File: config.mk
export PLATFORM = sky130hd
export DESIGN_NAME = uart_frame_decoder
export DESIGN_NICKNAME = d
export VERILOG_FILES = /design/src/rtl/uart_frame_decoder.sv
export SDC_FILE = /design/constraint.sdc
export NUM_CORES = 1
export LEC_CHECK = 0
export BUFFER_PORTS_ARGS = -buffer_cell sky130_fd_sc_hd__buf_2
export CORE_ASPECT_RATIO = 2
export CORE_MARGIN = 5
export CORE_UTILIZATION = 60
export CTS_CLUSTER_DIAMETER = 150
export CTS_CLUSTER_SIZE = 30
export DETAILED_ROUTE_END_ITERATION = 7
export GPL_TIMING_DRIVEN = 0
export PLACE_DENSITY = 0.86
export SETUP_SLACK_MARGIN = 0.2
export SLEW_MARGIN = 20
export SYNTH_ARGS = -nofsm -noshare
export SYNTH_HDL_FRONTEND = slang
export SYNTH_SLANG_ARGS = --single-unit
File: constraint.sdc
create_clock -name clk -period 7.63 [get_ports clk]
set_input_delay 1.526 -clock clk [delete_from_list [all_inputs] [get_ports clk]]
set_output_delay 1.526 -clock clk [all_outputs]
set_load 0.02 [all_outputs]
File: src/rtl/uart_frame_decoder.sv
// uart_frame_decoder: collects PACK_NUM received UART bytes into one command
// frame (output pattern, frequency pattern, control byte), validates the
// control byte and presents the frame downstream over a valid/ready handshake.
// Partial frames are dropped on inter-byte timeout; errors are reported as a
// one-cycle strobe plus a sticky error code.
module uart_frame_decoder #(
    parameter int DATA_BIT    = 32,
    parameter int PACK_NUM    = 9,
    parameter int TIMEOUT_CLK = 10420
) (
    input  logic                clk,
    input  logic                rst_n,
    input  logic [7:0]          i_data,
    input  logic                i_rx_done_tick,
    input  logic                i_ready,
    output logic                o_valid,
    output logic [DATA_BIT-1:0] o_out_pattern,
    output logic [DATA_BIT-1:0] o_freq_pattern,
    output logic [3:0]          o_channel,
    output logic                o_mode,
    output logic [1:0]          o_cmd,
    output logic                o_err,
    output logic [1:0]          o_err_code,
    output logic [3:0]          o_byte_cnt
);

    localparam int              NB       = DATA_BIT / 8;
    localparam int              TW       = $clog2(TIMEOUT_CLK);
    localparam logic [3:0]      LAST_IDX = 4'(PACK_NUM - 1);
    localparam logic [TW-1:0]   TMO_MAX  = TW'(TIMEOUT_CLK - 1);

    typedef enum logic [1:0] {
        IDLE,
        COLLECT,
        CHECK,
        HOLD
    } state_t;

    typedef enum logic [1:0] {
        ERR_NONE     = 2'b00,
        ERR_TIMEOUT  = 2'b01,
        ERR_BAD_CTRL = 2'b10,
        ERR_OVERRUN  = 2'b11
    } err_code_t;

    state_t         state_q, state_d;
    logic [3:0]     cnt_q, cnt_d;
    logic [TW-1:0]  tmo_q, tmo_d;
    logic [7:0]     frame_q [PACK_NUM];

    logic           wr_en;
    logic [3:0]     wr_idx;
    logic           load_fields;
    logic           err_d;
    err_code_t      err_code_d;

    logic [7:0]          ctrl;
    logic                ctrl_ok;
    logic [DATA_BIT-1:0] out_asm;
    logic [DATA_BIT-1:0] freq_asm;

    // Control byte: [7:4] channel, [3] reserved (0), [2] mode, [1:0] cmd.
    assign ctrl    = frame_q[PACK_NUM-1];
    assign ctrl_ok = !ctrl[3] && (ctrl[1:0] == 2'b01 || ctrl[1:0] == 2'b10);

    assign o_valid    = (state_q == HOLD);
    assign o_byte_cnt = cnt_q;

    // Assemble both patterns from the buffer, lowest byte received first.
    always_comb begin
        out_asm  = '0;
        freq_asm = '0;
        for (int i = 0; i < NB; i++) begin
            out_asm[i*8 +: 8]  = frame_q[i];
            freq_asm[i*8 +: 8] = frame_q[NB + i];
        end
    end

    // Next-state, byte-store, timeout and error decisions.
    // NOTE: every signal gets a default before the case so no path leaves one unassigned (no latches).
    always_comb begin
        state_d     = state_q;
        cnt_d       = cnt_q;
        tmo_d       = '0;
        wr_en       = 1'b0;
        wr_idx      = cnt_q;
        load_fields = 1'b0;
        err_d       = 1'b0;
        err_code_d  = ERR_NONE;

        case (state_q)
            IDLE: begin
                if (i_rx_done_tick) begin
                    wr_en   = 1'b1;
                    wr_idx  = '0;
                    cnt_d   = 4'd1;
                    state_d = COLLECT;
                end
            end

            COLLECT: begin
                if (i_rx_done_tick) begin
                    // A tick always beats a coincident timeout.
                    wr_en  = 1'b1;
                    wr_idx = cnt_q;
                    cnt_d  = cnt_q + 4'd1;
                    if (cnt_q == LAST_IDX) begin
                        state_d = CHECK;
                    end
                end else if (tmo_q == TMO_MAX) begin
                    cnt_d      = '0;
                    state_d    = IDLE;
                    err_d      = 1'b1;
                    err_code_d = ERR_TIMEOUT;
                end else begin
                    tmo_d = tmo_q + 1'b1;
                end
            end

            CHECK: begin
                if (ctrl_ok) begin
                    load_fields = 1'b1;
                    state_d     = HOLD;
                    if (i_rx_done_tick) begin
                        err_d      = 1'b1;
                        err_code_d = ERR_OVERRUN;
                    end
                end else begin
                    // A rejected frame is the more important report; any
                    // coincident byte is dropped silently.
                    cnt_d      = '0;
                    state_d    = IDLE;
                    err_d      = 1'b1;
                    err_code_d = ERR_BAD_CTRL;
                end
            end

            HOLD: begin
                if (i_ready) begin
                    if (i_rx_done_tick) begin
                        wr_en   = 1'b1;
                        wr_idx  = '0;
                        cnt_d   = 4'd1;
                        state_d = COLLECT;
                    end else begin
                        cnt_d   = '0;
                        state_d = IDLE;
                    end
                end else if (i_rx_done_tick) begin
                    err_d      = 1'b1;
                    err_code_d = ERR_OVERRUN;
                end
            end

            default: begin
                cnt_d   = '0;
                state_d = IDLE;
            end
        endcase
    end

    // State, byte count and idle-timeout registers.
    // NOTE: sequential state uses non-blocking assignments so every register samples pre-edge values.
    always_ff @(posedge clk or negedge rst_n) begin
        if (!rst_n) begin
            state_q <= IDLE;
            cnt_q   <= '0;
            tmo_q   <= '0;
        end else begin
            state_q <= state_d;
            cnt_q   <= cnt_d;
            tmo_q   <= tmo_d;
        end
    end

    // Byte buffer for the frame being collected.
    // NOTE: the buffer is deliberately not reset; every slot is rewritten before CHECK reads it.
    always_ff @(posedge clk) begin
        if (wr_en) begin
            for (int i = 0; i < PACK_NUM; i++) begin
                if (wr_idx == 4'(i)) begin
                    frame_q[i] <= i_data;
                end
            end
        end
    end

    // Field outputs: updated only when a frame passes the check.
    always_ff @(posedge clk or negedge rst_n) begin
        if (!rst_n) begin
            o_out_pattern  <= '0;
            o_freq_pattern <= '0;
            o_channel      <= '0;
            o_mode         <= 1'b0;
            o_cmd          <= '0;
        end else if (load_fields) begin
            o_out_pattern  <= out_asm;
            o_freq_pattern <= freq_asm;
            o_channel      <= ctrl[7:4];
            o_mode         <= ctrl[2];
            o_cmd          <= ctrl[1:0];
        end
    end

    // Error strobe and sticky error code.
    always_ff @(posedge clk or negedge rst_n) begin
        if (!rst_n) begin
            o_err      <= 1'b0;
            o_err_code <= '0;
        end else begin
            o_err <= err_d;
            if (err_d) begin
                o_err_code <= err_code_d;
            end
        end
    end

endmodule
After elaboration in Yosys (flattened, before gate mapping):

Memory sizes are Yosys's and may differ from the RTL's. A register that Yosys moved wholly into a read port is not among the register bits.
Index checks and enable logic that the tools add are counted.

* muxes and demuxes: 88
* add/subtract/negate cells: 2
* reductions and logical operators: 24
* equal/unequal tests: 20

Operator list (count)
* 8-bit 2-to-1 mux: 8
* 8-bit OR reduction: 8
* 4-bit 2-to-1 mux: 15
* 1-bit 2-to-1 mux: 47
* 14-bit 2-to-1 mux: 3
* 2-bit 2-to-1 mux: 9
* 4-bit by 3-bit equality test with 1-bit output, second input constant: 4
* 4-bit case mux with 4 select lines: 1
* 14-bit by 1-bit adder with 14-bit output, second input constant: 1
* 14-bit equality test, second input constant: 1
* 1-bit logical NOT: 9
* 4-bit by 2-bit equality test with 1-bit output, second input constant: 2
* 4-bit equality test, second input constant: 2
* 2-bit case mux with 4 select lines: 1
* 4-bit case mux with 2 select lines: 1
* 4-bit AND reduction: 2
* 2-bit equality test, second input constant: 3
* 2-bit inequality test, second input constant: 3
* 3-bit inequality test, second input constant: 2
* 2-bit case mux with 3 select lines: 1
* 4-bit by 1-bit adder with 4-bit output, second input constant: 1
* 2-bit by 1-bit equality test with 1-bit output, second input constant: 2
* 4-bit by 1-bit equality test with 1-bit output, second input constant: 1
* 4-bit logical NOT: 1
* other kinds (6): 6

* register bits: 30
* word-level logic and storage cells: 143
* input bits: 12
* memories kept: 1
* output and inout port bits: 79
* RAM bits: 72

Memory list
* frame_q: words 9, bits a word 8, read ports 9, clocked after Yosys merged registers in 8, wr ports 1, RTL line 49 `logic [7:0] frame_q [PACK_NUM];`

Logic depth before layout (Yosys ltp):

Gate-level depths: netlist of run 1.

* depth in word-level cells: 16
* depth in mapped cells: 8
* gate-level depth less buffers: 6

Worst setup path before layout of run 1:

No wires, ideal clock.

* kind: in2reg
* start: input port i_rx_done_tick
* end: memory frame_q[8][0] (enable)
* library setup time: 398 ps
* path buffers: 1
* required time: 7232 ps
* data arrival time: 3068 ps
* path slack: 4164 ps
* stages on the path: 5
* cell sequence: buf_2 nor2b_1 nand2_1 o21bai_1 nor4b_1

* word-level cells in the longest chain between the ends: 16
* elaborated cells between the ends (all ways): 66
* classes of those cells: eq/ne: 8; mux: 49; reduce/logical: 9

Ends and longest elaborated chain
* start: declaration: RTL line 14 `input logic i_rx_done_tick,`
* 4-bit 2-to-1 mux: RTL line 93, 140
* 4-bit 2-to-1 mux: RTL line 139 `if (i_ready) begin`
* 4-bit case mux with 2 select lines: RTL line 91 `case (state_q)`
* 4-bit by 1-bit equality test with 1-bit output: RTL line 181 `if (wr_idx == 4'(i)) begin`
* 1-bit 2-to-1 mux: RTL line 181
* 1-bit 2-to-1 mux: RTL line 179 `if (wr_en) begin`
* 1-bit 2-to-1 mux (implied by the code): RTL line 182 `frame_q[i] <= i_data;`
* 8-bit OR reduction (no line)
* 4-bit 2-to-1 mux (no line) / 1-bit 2-to-1 mux (equally long branches) (8 in series)
* end: declaration: RTL line 49

Several ways; a longest one is shown, not always the timed one.

Final worst setup path of run 1:

* start: input port i_ready
* end: memory frame_q[5][4] (enable)

* word-level cells in the longest chain between the ends: 15
* elaborated cells between the ends (all ways): 64
* classes of those cells: eq/ne: 8; mux: 47; reduce/logical: 9

Ends and longest elaborated chain
* start: declaration: RTL line 15 `input logic i_ready,`
* 4-bit 2-to-1 mux: RTL line 139
* 4-bit case mux with 2 select lines: RTL line 91
* 4-bit by 1-bit equality test with 1-bit output: RTL line 181
* 1-bit 2-to-1 mux: RTL line 181
* 1-bit 2-to-1 mux: RTL line 179
* 1-bit 2-to-1 mux (implied by the code): RTL line 182
* 8-bit OR reduction (no line)
* 4-bit 2-to-1 mux (no line) / 1-bit 2-to-1 mux (equally long branches) (8 in series)

Several ways; a longest one is shown, not always the timed one.

==> results of run 1 <==
-- sequential cells by signal (all words and copies together) (netlist names), 2 cells and up --
register and flops:
frame_q 72, o_freq_pattern 32, o_out_pattern 32, tmo_q 14, o_byte_cnt 4, o_channel 4, o_cmd 2, o_err_code 2
state_q 2
-- per-layer routing --
layer	share of wire, %	vias to the layer above
met1	36	1881
li1	-	1629
met5	0	-
met3	5.4	27
met4	3.2	0
met2	56	136
-- Yosys cell counts, types with 4 or more instances --
master                     instances
sky130_fd_sc_hd__ha_1              9
sky130_fd_sc_hd__nor3_1            7
sky130_fd_sc_hd__nand3_1           6
sky130_fd_sc_hd__buf_2             4
sky130_fd_sc_hd__mux2_1           58
sky130_fd_sc_hd__dfrtp_1          94
sky130_fd_sc_hd__nor4_1            6
sky130_fd_sc_hd__buf_6             6
sky130_fd_sc_hd__nor2_1           21
sky130_fd_sc_hd__inv_1            14
sky130_fd_sc_hd__edfxtp_1         72
sky130_fd_sc_hd__nand2_1           9
sky130_fd_sc_hd__xnor2_1          10
sky130_fd_sc_hd__mux2_2           12
sky130_fd_sc_hd__a21oi_1           7
sky130_fd_sc_hd__nor2b_1           8
-- worst max-delay path, stage by stage --
cell and delay, ns:
sky130_fd_sc_hd__buf_2 0.12, sky130_fd_sc_hd__nand2b_1 0.16, sky130_fd_sc_hd__a21oi_1 0.29, sky130_fd_sc_hd__o2111ai_1 0.29, sky130_fd_sc_hd__nor3_2 0.75
-- stage by stage --
step / hold slack, ns / setup slack (ns) / instance area (um^2)
6_report: 0.4647 / 4.533 / 7642
5_1_grt: 0.4823 / 4.462 / 7642
4_1_cts: 0.4673 / 4.210 / 7637
3_5_place_dp: 0.4485 / 3.782 / 7025
3_3_place_gp: 0.4410 / 3.330 / 6934
2_1_floorplan: 0.4390 / 4.164 / 6312
-- cell families (layout without fill, tap and decap cells) --
kind of cell | count (synthesis) | count (layout) | synth area share (%)
compound gates | 28 | 28 | 3.231
fa+ha+maj | 9 | 9 | 1.784
xor+xnor | 12 | 12 | 1.665
flops | 166 | 166 | 71.52
buf+inv | 25 | 151 | 2.339
simple gates | 74 | 74 | 6.264
mux | 74 | 74 | 13.20
-- power by group --
part           leakage (nW)  switching (mW)  internal (mW)  total [mW]
clock                 0.295           0.366          0.510       0.876
sequential             1.87           0.118           1.15        1.27
combinational          1.19           0.524          0.306       0.830
-- area by class of cell --
type                    instances  area (um^2)
clock buffers                  19        452.9
well taps                     137        171.4
clock inverters                13        158.9
flip-flops and latches        166         4514
multi-input cells             197         1695
repair buffers                 94        501.7
plain buffers                  11        95.09
fillers                       627         2769
inverters                      14        52.55
-- worst max-delay path by stage --
stage               slack (ns)       endpoint  depth (start not counted)            from
floorplan                 4.16  frame_q[8][0]                          5  i_rx_done_tick
global placement          3.33  frame_q[3][3]                          5  i_rx_done_tick
detailed placement        3.78  frame_q[6][1]                          5         i_ready
CTS                       4.21  frame_q[6][2]                          5         i_ready
global route              4.46  frame_q[5][4]                          5         i_ready
finish                    4.53  frame_q[5][4]                          5         i_ready
==> run summary, run 1 <==
RUN STATUS
----------------------------------------------------------------------------------
Run status                                                            finished, final reports clean

SYNTHESIS
----------------------------------------------------------------------------------
Top-area cell type share of the netlist area                                37.26%
Summed instance area of the synthesized netlist                          6312 um^2
Flip-flop cell with the highest count after synthesis                 sky130_fd_sc_hd__dfrtp_1
Seq/Total Area, Yosys                                                       71.52%
Post-Synthesis Cells                                                           388
Number of synthesized flops with an enable pin                                  72
Per-instance average area after synthesis                               16.27 um^2
Cell types with the largest area share after synthesis                sky130_fd_sc_hd__dfrtp_1 37%, sky130_fd_sc_hd__edfxtp_1 34%, sky130_fd_sc_hd__mux2_1 10%
Share of synthesized registers carrying an async set or reset               56.63%
Cell type with the highest aggregate area in the netlist              sky130_fd_sc_hd__dfrtp_1
Warnings, synthesis                                                              0
Number of different library cells in the post-synthesis netlist                 46
Flop and latch count out of synthesis                                          166
Post-Syn Nets                                                                  409

FINISH
----------------------------------------------------------------------------------
Number of diodes                                                                 0
Final Core Density                                                          73.40%
Share of post-route cells with drive strength above 1                       31.91%
Post-layout net count                                                          522
Area growth syn-to-layout                                                   21.07%
Commonest non-fill, non-tap cell in the layout                        sky130_fd_sc_hd__buf_2
Final cell count without fillers                                               651
Commonest cells after routing, fill and taps aside                    95 x sky130_fd_sc_hd__buf_2, 94 x sky130_fd_sc_hd__dfrtp_1, 72 x sky130_fd_sc_hd__edfxtp_1, 58 x sky130_fd_sc_hd__mux2_1, 21 x sky130_fd_sc_hd__nor2_1

WORST HOLD PATH
----------------------------------------------------------------------------------
Hold-critical path endpoint                                           o_freq_pattern[27]
HP Class                                                                   reg2reg
Number of stages on the worst hold path                                          1
Start point of the worst hold path                                    frame_q[7][3]

SETUP PATH
----------------------------------------------------------------------------------
Crit path required time                                                    7.68 ns
Critical register-to-register path endpoint                           frame_q[5][4]
Depth of the worst register-to-register path                                     7
Critical path startpoint category                                        input pin
Kind of capture point of the worst setup path                                 flop
Max FO, Critical Path                                                            8
Worst R2R Setup Slack                                                      4.94 ns
Crit Reg-Reg Startpoint                                                 state_q[0]
Arrival time at the worst endpoint                                         3.15 ns
Worst setup path class                                                      in2reg

FLOORPLANNING
----------------------------------------------------------------------------------
Die Ht                                                                    155.1 um
Standard-cell row count                                                         53
Std-Cell Core Area                                                     10,410 um^2
Die Footprint                                                          12,800 um^2
Width of the die                                                          82.53 um
Initial core utilization                                                    60.63%
Number of I/O pins                                                              91

ROUTE
----------------------------------------------------------------------------------
Via density per instance                                                     5.642
Number of DRC violations after detailed routing                                  0
Routed wire per std cell                                                  20.64 um
Number of DRC violations after detailed-routing iteration 0                    236
Total via count in the routed design                                         3,673
Remaining number of nets flagged by the antenna check after routing              0
First-pass detailed-route iteration total                                        4
Routed wire length                                                       13,440 um

TIMING
----------------------------------------------------------------------------------
Setup violations, final                                                          0
Maximum clock skew at final layout                                     0.009447 ns
Max-slew headroom                                                           41.32%
Final hold viol count                                                            0
Total count of max-transition violations in the final report                     0
Clock period minus worst slack                                            3.097 ns
Slew at the pin closest to its max-slew limit                            0.8729 ns
Setup repair after global routing missed its margin                             no
Summed negative setup slack over all endpoints                                0 ns
Maximum achievable frequency                                             322.8 MHz
Share of the cycle needed by the critical path after routing                40.60%

GLOBAL ROUTE
----------------------------------------------------------------------------------
Most used routing layer                                                       met2
Antenna violations before repair                                                 0
Met1 capacity usage during global routing                                   24.48%
Overall routing resource usage                                              22.48%
GR Layer Usage met2                                                         39.47%
Pin count of the biggest net entering global routing                            83
Via count of the first global-routing pass                                   4,008
Met3 Track Usage GR                                                         5.620%
Global-route wire length before repair                                   20,790 um
Remaining Overflow, GRT                                                          0

PLACE
----------------------------------------------------------------------------------
Final HPWL from detailed placement                                         9064 um
Number of placed cells counting well taps                                      619
Final estimated routing congestion in global placement                      0.8816
Number of port buffers                                                          90

CLOCK TREE
----------------------------------------------------------------------------------
# H-tree levels                                                                  4
TritonCTS sink count                                                           166
Cell chosen for the clock root                                        sky130_fd_sc_hd__clkbuf_16
Count of instances resized after the clock tree is built                         0
Clock-pin slew on the worst setup and hold paths                           0.07 ns
Clock tree from TritonCTS                                                    built
CTS buffer count                                                                17
Number of buffers on the longest clock path                                      2
Worst-skew pair later-pin latency                                          0.42 ns
Post-CTS setup buffer count                                                      0
Quantity of hold-fixing buffers added after cts                                  0

RUN
----------------------------------------------------------------------------------
Max-cap viol count                                                               0

PWR
----------------------------------------------------------------------------------
Power density relative to cell area                                   389.4 nW/um^2
Highest ir drop seen on vdd                                              0.2327 mV
Static leakage                                                            3.359 nW
Pwr Total                                                                 2.976 mW

Power figures use the tool's default switching activity.
==> run 2: changes to the inputs <==
--- a/config.mk
+++ b/config.mk
@@ -5,15 +5,16 @@
 export SDC_FILE = /design/constraint.sdc
 export NUM_CORES = 1
 export LEC_CHECK = 0
+export ABC_AREA = 1
 export BUFFER_PORTS_ARGS = -buffer_cell sky130_fd_sc_hd__buf_2
 export CORE_ASPECT_RATIO = 2
 export CORE_MARGIN = 5
-export CORE_UTILIZATION = 60
+export CORE_UTILIZATION = 57
 export CTS_CLUSTER_DIAMETER = 150
 export CTS_CLUSTER_SIZE = 30
 export DETAILED_ROUTE_END_ITERATION = 7
 export GPL_TIMING_DRIVEN = 0
-export PLACE_DENSITY = 0.86
+export PLACE_DENSITY = 0.82
 export SETUP_SLACK_MARGIN = 0.2
 export SLEW_MARGIN = 20
 export SYNTH_ARGS = -nofsm -noshare
==> constraint.sdc (replaced) <==
create_clock -name clk -period 3.2 [get_ports clk]
set_input_delay 0.64 -clock clk [delete_from_list [all_inputs] [get_ports clk]]
set_output_delay 0.64 -clock clk [all_outputs]
set_load 0.02 [all_outputs]
==> run summary, run 2 <==
PWR
----------------------------------------------------------------------------------
Power density relative to cell area                                   923.1 nW/um^2
Highest ir drop seen on vdd                                              0.5390 mV
Sw frac                                                                     35.91%
Part of the power in combinational logic                                     28.1%
Static leakage                                                            3.757 nW
Part of the power in registers                                               43.0%
Clock network fraction of design power                                       28.9%
Net switching power figure                                                2.544 mW
Internal Dissipation                                                      4.540 mW

SETUP PATH
----------------------------------------------------------------------------------
Depth of the worst register-to-register path                                     8
Worst setup path class                                                     reg2reg
Worst R2R Setup Slack                                                      0.54 ns
Cells traversed along the worst timing path                           inv_1, ha_1, clkbuf_2, nand2_2, nand2_1, a21oi_1, a21oi_1, nor2_1
Kind of capture point of the worst setup path                                 flop
Largest stage delay on the critical path                                   0.77 ns
Arrival time at the worst endpoint                                         2.70 ns
Critical register-to-register path endpoint                           frame_q[8][6]
Max FO, Critical Path                                                            8
Critical Path Most Common Cell                                        sky130_fd_sc_hd__a21oi_1
Buffer and inverter count on the worst path                                      2
Critical path startpoint category                                             flop
Crit path required time                                                    3.24 ns
Crit-path slowest cell                                                sky130_fd_sc_hd__nor2_1
Total number of cells along the worst setup path                                 8
CP endpoint                                                           frame_q[8][6]
Kind of cell adding the most delay to the critical path               simple AND/OR/NAND/NOR gates
Setup crit start                                                        state_q[0]
Crit Reg-Reg Startpoint                                                 state_q[0]

TIMING
----------------------------------------------------------------------------------
Share of the cycle needed by the critical path after routing                83.15%
Maximum clock skew at final layout                                      0.01081 ns
Post-route setup slack                                                   0.5392 ns
Maximum achievable frequency                                             375.8 MHz
Slew at the pin closest to its max-slew limit                             1.004 ns
Setup repair after global routing missed its margin                             no
Final hold viol count                                                            0
Summed negative setup slack over all endpoints                                0 ns
Max-slew headroom                                                           32.81%
Total count of max-transition violations in the final report                     0
Worst hold margin                                                        0.1313 ns
Setup violations, final                                                          0
Clock period minus worst slack                                            2.661 ns

FINISH
----------------------------------------------------------------------------------
Post-layout net count                                                          730
Total area of sequential cells                                           4514 um^2
Area of the multi-input gates                                            1684 um^2
Final-layout fill cell count                                                   782
Top register by number of flip-flops                                       frame_q
Commonest non-fill, non-tap cell in the layout                        sky130_fd_sc_hd__nand2_1
Area growth syn-to-layout                                                   19.45%
Number of flip-flops in the largest register                                    72
Number of diodes                                                                 0
Share of post-route cells with drive strength above 1                       22.16%
Top flop regs                                                         frame_q: 72 flops, o_freq_pattern: 32 flops, o_out_pattern: 32 flops
Commonest cells after routing, fill and taps aside                    265 x sky130_fd_sc_hd__nand2_1, 101 x sky130_fd_sc_hd__buf_2, 94 x sky130_fd_sc_hd__dfrtp_1, 72 x sky130_fd_sc_hd__edfxtp_1, 35 x sky130_fd_sc_hd__nor2_1
Final Core Density                                                          68.42%

ROUTE
----------------------------------------------------------------------------------
Routed wire per std cell                                                  17.86 um
Routed wire length                                                       15,430 um
Remaining number of nets flagged by the antenna check after routing              0
Via density per instance                                                     5.439
Number of DRC violations after detailed-routing iteration 0                    452
Number of DRC violations after detailed routing                                  0
First-pass detailed-route iteration total                                        6
Total via count in the routed design                                         4,699

SYNTHESIS
----------------------------------------------------------------------------------
Cell types with the largest area share after synthesis                sky130_fd_sc_hd__dfrtp_1 37%, sky130_fd_sc_hd__edfxtp_1 34%, sky130_fd_sc_hd__nand2_1 15%
Seq/Total Area, Yosys                                                       70.26%
Flip-flop cell with the highest count after synthesis                 sky130_fd_sc_hd__dfrtp_1
Post-Synthesis Cells                                                           599
Share of synthesized registers carrying an async set or reset               56.63%
Most common library cells after synthesis                             265 x sky130_fd_sc_hd__nand2_1, 94 x sky130_fd_sc_hd__dfrtp_1, 72 x sky130_fd_sc_hd__edfxtp_1
Per-instance average area after synthesis                               10.73 um^2
Top-area cell type share of the netlist area                                36.61%
Summed instance area of the synthesized netlist                          6425 um^2
Number of synthesized flops with an enable pin                                  72
Most used standard cell by instance count after synthesis             sky130_fd_sc_hd__nand2_1
Flop and latch count out of synthesis                                          166
Warnings, synthesis                                                              0
Cell type with the highest aggregate area in the netlist              sky130_fd_sc_hd__dfrtp_1
Number of different library cells in the post-synthesis netlist                 29
Post-Syn Nets                                                                  620

CLOCK TREE
----------------------------------------------------------------------------------
Quantity of hold-fixing buffers added after cts                                  0
Clock tree from TritonCTS                                                    built
CTS buffer count                                                                17
Count of instances resized after the clock tree is built                         0
Number of buffers on the longest clock path                                      2
# H-tree levels                                                                  4
TritonCTS sink count                                                           166
Cell chosen for the clock root                                        sky130_fd_sc_hd__clkbuf_16
Clock-pin slew on the worst setup and hold paths                           0.06 ns
Post-CTS setup buffer count                                                      0
Worst-skew pair later-pin latency                                          0.43 ns

PLACE
----------------------------------------------------------------------------------
Worst-case setup slack after placement                                   0.6406 ns
Final estimated routing congestion in global placement                      0.9115
Number of port buffers                                                          90
Final HPWL from detailed placement                                       10,390 um

GLOBAL ROUTE
----------------------------------------------------------------------------------
Global-route wire length before repair                                   24,770 um
Via count of the first global-routing pass                                   4,895
Remaining Overflow, GRT                                                          0
Overall routing resource usage                                              23.90%
Pin count of the biggest net entering global routing                            50
Antenna violations before repair                                                 0

FLOORPLANNING
----------------------------------------------------------------------------------
Standard-cell row count                                                         55
Initial core utilization                                                    57.28%
Number of I/O pins                                                              91
Std-Cell Core Area                                                     11,220 um^2
Die Ht                                                                    160.1 um
Width of the die                                                          85.07 um
Die Footprint                                                          13,620 um^2

RUN STATUS
----------------------------------------------------------------------------------
Run status                                                            finished, final reports clean

RUN
----------------------------------------------------------------------------------
Max-cap viol count                                                               0

WORST HOLD PATH
----------------------------------------------------------------------------------
HP Class                                                                  in2async

[run 2: changes by cell type after synthesis, moves of 9 or more]
cell / delta
sky130_fd_sc_hd__xnor2_1: -9
sky130_fd_sc_hd__nand2_1: +256
sky130_fd_sc_hd__nand3_1: +14
sky130_fd_sc_hd__mux2_1: -58
sky130_fd_sc_hd__inv_1: +17
sky130_fd_sc_hd__nor2_1: +14
sky130_fd_sc_hd__mux2_2: -12
[run 2: per-layer routing]
metal  vias up  GRT usage, %  wire length [um]
li1       2140             -                 -
met1      2272         24.71              5299
met4         0         13.83               809
met5         -             0                 0
met3        68         4.853               808
met2       219         43.34              8516
[run 2: cell type report]
cell class	count	area share, %
inverter	34	1.663
tap	142	2.315
buffer	18	1.288
clock inverter	13	1.891
timing repair buffer	91	6.309
multi-input combinational	381	21.94
clock buffer	19	5.771
sequential	166	58.82
[run 2: cells by family after synthesis]
family	share of synthesized area, %
compound gates	1.558
xor+xnor	0.4090
fa+ha+maj	1.753
buf+inv	3.525
flops	70.26
simple gates	22.49
[run 2: worst min path at each step]
stage                  startpoint                end  cells after the start
floorplan                   rst_n      o_byte_cnt[0]                      0
global placement    frame_q[4][1]  o_freq_pattern[1]                      2
detailed placement  frame_q[4][4]  o_freq_pattern[4]                      2
CTS                         rst_n   o_out_pattern[9]                      1
global route                rst_n   o_out_pattern[8]                      1
finish                      rst_n   o_out_pattern[9]                      1
[run 2: power by group through the flow]
stage	Clock (mW)	Sequential, mW	Combinational [mW]
2_1_floorplan	0	3.54	0.726
3_3_place_gp	0	3.05	1.89
3_5_place_dp	0	3.07	1.96
4_1_cts	2.05	3.05	2.00
5_1_grt	2.15	3.11	2.17
6_report	2.05	3.05	1.99
[run 2: through the flow]
stage / cell area [um^2] / std cells / power, mW
finish: 7675 / 864 / 7.085
global route: 7675 / 864 / 7.431
CTS: 7675 / 864 / 7.098
detailed placement: 7087 / 832 / 5.037
global placement: 7053 / 831 / 4.942
floorplan: 6425 / 599 / 4.266
